`config.mk`:
```
export PLATFORM = sky130hd
export DESIGN_NAME = fir_filter
export DESIGN_NICKNAME = d
export VERILOG_FILES = /design/src/rtl/fir_filter.sv
export SDC_FILE = /design/constraint.sdc
export NUM_CORES = 1
export LEC_CHECK = 0
export CAP_MARGIN = 20
export CORE_UTILIZATION = 45
export DETAILED_ROUTE_END_ITERATION = 16
export HOLD_SLACK_MARGIN = 0.05
export PLACE_DENSITY = 0.7
export SYNTH_ARGS = -nofsm -noshare
export SYNTH_HDL_FRONTEND = slang
export SYNTH_SLANG_ARGS = --single-unit
```
`constraint.sdc`:
```
create_clock -name clk -period 16.7 [get_ports clk]
set_clock_uncertainty 0.1 [all_clocks]
set_input_delay 5.01 -clock clk [delete_from_list [all_inputs] [get_ports clk]]
set_output_delay 5.01 -clock clk [all_outputs]
set_load 0.005 [all_outputs]
```
`src/rtl/fir_filter.sv`:
```
// 8-tap symmetric low-pass FIR (2,4,8,18,18,8,4,2)/64 on a signed sample stream, one sample per clock.
// Latency: data_out reflects data_in two edges after it is presented; no backpressure, every clock is a sample.
module fir_filter #(
    parameter int N = 16
) (
    input  logic                clk,
    input  logic                reset,
    input  logic signed [N-1:0] data_in,
    output logic signed [N-1:0] data_out
);

    localparam int ACC_W = N + 8;

    logic signed [N-1:0]     x   [8];
    logic signed [ACC_W-1:0] pre [4];
    logic signed [ACC_W-1:0] acc;

    // Symmetric taps share a coefficient, so pre-add mirrored pairs and
    // scale each pair by shifts (18 = 16 + 2).
    always_comb begin
        for (int k = 0; k < 4; k++) begin
            pre[k] = ACC_W'(x[k]) + ACC_W'(x[7-k]);
        end
        acc = (pre[0] <<< 1) + (pre[1] <<< 2) + (pre[2] <<< 3)
            + (pre[3] <<< 4) + (pre[3] <<< 1);
    end

    always_ff @(posedge clk) begin
        if (!reset) begin
            for (int k = 0; k < 8; k++) begin
                x[k] <= '0;
            end
            data_out <= '0;
        end else begin
            x[0] <= data_in;
            for (int k = 1; k < 8; k++) begin
                x[k] <= x[k-1];
            end
            // Coefficients sum to 64, so the floor-scaled result always fits N bits.
            data_out <= N'(acc >>> 6);
        end
    end

endmodule

```
==> out/results.txt <==
For this run, the total global-route usage over all layers was measured as 17.8%. The net count after synthesis is 1,033. The synthesized design contains 144 register bits.

The total setup violations reported at the end of the flow came out at 0. Setup repair after global routing left no endpoint under its margin. The worst-case IR drop observed on VDD is 0.0637 mV. The part of the Yosys area used for sequential elements is 33.9%, and the initial antenna violation count is 0. For the remaining antenna violation count, the log shows 0. STA classifies the critical path startpoint as a primary input.

Clock latency on the worst-skew pair, taken at its later pin, is 0.42 ns. The leakage power is 4.39 nW, and the maximum achievable frequency is 0.155 GHz. For this run, the leading register cell type out of synthesis is dfxtp_1.

Adding up every negative setup slack in the final design gives 0 ns. No sink is reached through more buffers than the 2 on the longest clock path. In this run, CTS created clock tree buffers numbering 17. The I/O pin total came out at 34.

The count of cell types in the netlist came out at 56. In the synthesized netlist, the number of instances is 877. In this run, post-CTS repair resized a total of 0 instances. The path category of the worst min-delay check was reg -> reg. After detailed routing, the number of remaining DRC violations is 0.

At the worst endpoint, the arrival time is 6.69 ns. The synthesized design spends more area on one cell type than any other, namely dfxtp_1. Using the TritonRoute via totals, the vias-per-cell ratio works out to 5.01. The tools report the row count as 49.

The tools report the count of maximum capacitance violations as 0. The area share of the largest cell type after synthesis is 33.9%. The effective utilization at floorplan was 46.6%; the data required time at the worst endpoint was 16.94 ns.

TritonCTS built the clock tree. The violation count after the first detailed-route iteration came out at 273. The shortest period the worst path allows works out to 6.44 ns. The number of endpoints with negative hold slack in the final report is 0, and the total congestion overflow is 0. The logs give 0 for the post-CTS setup buffer count and 27.3 mm for the global-route wire length before repair. Yosys attributes the largest share of cell area to dfxtp_1 (34%), fa_1 (13%), ha_1 (12%).

The proportion of layout cells with a drive suffix above 1 is 5.71%, and the number of buffers inserted by port buffering is 33. The largest driver fanout on the critical path works out to 73. In this run the cell area of the synthesized design comes to 8510 µm². STA classifies the critical path endpoint as a flip-flop. In this run, synthesis inferred 0 flip-flops with an integrated enable.

At the pin with the least slew margin, the transition time is 0.675 ns. The first detailed-routing pass took 4 iterations. For this block, the routed nets add up to 16.1 mm of wire. The die covers 19,500 µm². Share of synthesized registers carrying an async set or reset: 0%. The depth of the CTS H-tree was 4; the vertical extent of the die was 140 µm. The logs give 144 for the number of clock sinks and 0 for the antenna cell count. The run finished with clean final reports. Measured against its own limit, the worst slew margin works out to 54.8%. The root buffer cell chosen for the clock tree is clkbuf_16. The HPWL after detailed placement is 12.4 mm.

After detailed routing, the average wire length per cell comes to 13.9 µm. Class of the most critical setup path: in -> reg. The core region is 18,300 µm². The worst hold slack across all endpoints was 0.360 ns; the via count of the first global-routing pass was 5,704. After clock tree synthesis, the clock-pin slew on the worst setup and hold paths is 0.06 ns.

The tools report the number of synthesis warnings as 0. The count of final max-slew check failures is 0, and the period utilization is 38.6%. Pin count of the biggest net entering global routing: 74. The post-synthesis to final-layout area growth was 13.5%; the number of hold buffers added after CTS was 0. The die is 140 µm wide. At the end of routability-driven placement, the weighted congestion stood at 0.880. The routed layout has 5,797 vias. Power spread over the standard cell area amounts to 87.1 nW/µm². At the end of the flow, the number of nets in the layout was 1,072. Averaged over all synthesized cells, the footprint is 9.71 µm².
synthesized netlist by cell type, types with 2 or more instances:
cell and number:
o2111ai_1 3, o21ai_0 18, fa_1 54, nor2b_1 9, and2_1 125, clkbuf_1 15, a21o_1 11, a31o_2 3
a211oi_1 5, nor3_1 18, nor2_1 51, and4_1 2, xnor2_1 40, nor3b_1 2, and3_1 4, a41oi_1 3
a2bb2oi_2 2, o31a_1 2, a21oi_1 43, nand3_1 15, inv_1 92, a41oi_2 2, or2_2 4, nand2_1 28
ha_1 84, nand4_1 3, o211ai_1 4, o21a_1 7, a31oi_1 10, or3_1 4, o21bai_1 9, nand2b_1 7
dfxtp_1 144, a21oi_2 3, xor2_1 28, o21ai_1 3
critical path: stages:
cell and delay (ns):
buf_2 0.08, buf_4 0.47, clkinv_1 0.59, or2_0 0.37, mux2i_1 0.14
per-stage QoR:
| stage | util, % | power (mW) | std cells | setup WS, ns | instance area, µm² |
|---|---|---|---|---|---|
| floorplan | - | 0.444 | 877 | 10.68 | 8510 |
| global placement | 49.7 | 0.478 | 1126 | 9.84 | 9080 |
| detailed placement | 49.7 | 0.479 | 1126 | 9.78 | 9080 |
| CTS | 52.9 | 0.851 | 1158 | 10.23 | 9670 |
| global route | 52.9 | 0.882 | 1158 | 10.03 | 9670 |
| finish | 52.9 | 0.842 | 1158 | 10.26 | 9670 |
routing by layer:
| layer | routed length (µm) | track usage, % | vias to the layer above | part of all wire (%) |
|---|---|---|---|---|
| li1 | - | - | 2977 | - |
| met1 | 8420 | 25.1 | 2706 | 52 |
| met2 | 6810 | 27.1 | 96 | 42 |
| met3 | 668 | 3.68 | 18 | 4.1 |
| met4 | 239 | 5.67 | 0 | 1.5 |
| met5 | 0 | 0 | - | 0 |
report_power, final:
part           switching [mW]  internal, mW  leakage (nW)
Combinational          0.0566        0.0530          2.94
Clock                   0.146         0.224         0.277
Sequential            0.00602         0.357          1.17
layout by cell type, fill, tap and decap left out, types with 18 or more instances in the layout:
cell type          n
inv_1             92
nor2_1            51
a21oi_1           43
dfxtp_1          144
clkdlybuf4s50_1   32
xor2_1            28
o21ai_0           18
and2_1           125
xnor2_1           40
fa_1              54
nor3_1            18
nand2_1           28
ha_1              84
flip-flops by register name (all words and copies together) (netlist names):
register,cells
data_out,16
x,128
final timing paths:
check,to,depth (start not counted),from,slack [ns]
min,x[0][98]$_SDFF_PN0_,1,x[0][82]$_SDFF_PN0_,0.36
max reg2reg,data_out[15]$_SDFF_PN0_,25,x[0][49]$_SDFF_PN0_,10.70
min reg2reg,x[0][98]$_SDFF_PN0_,1,x[0][82]$_SDFF_PN0_,0.36
max,data_out[15]$_SDFF_PN0_,5,reset,10.26
final cells by class:
type | count | area, µm²
fill | 1602 | 8600
timing repair buffer | 35 | 340
clock buffer | 20 | 447
sequential | 144 | 2880
clock inverter | 12 | 136
multi-input combinational | 625 | 5230
inverter | 93 | 349
tap | 229 | 287
cell families (layout without fill, tap and decap cells):
kind of cell | count (synthesis) | count (layout) | synth area share (%)
multiplexers | 1 | 1 | 0.118
AO/OA/AOI/OAI | 138 | 138 | 11.2
AND/OR/NAND/NOR | 280 | 280 | 18.1
XOR/XNOR | 68 | 68 | 6.99
buffers and inverters | 108 | 160 | 4.76
adder cells (fa/ha/maj) | 138 | 138 | 25.0
flip-flops | 144 | 144 | 33.9
Power figures use the tool's default switching activity.
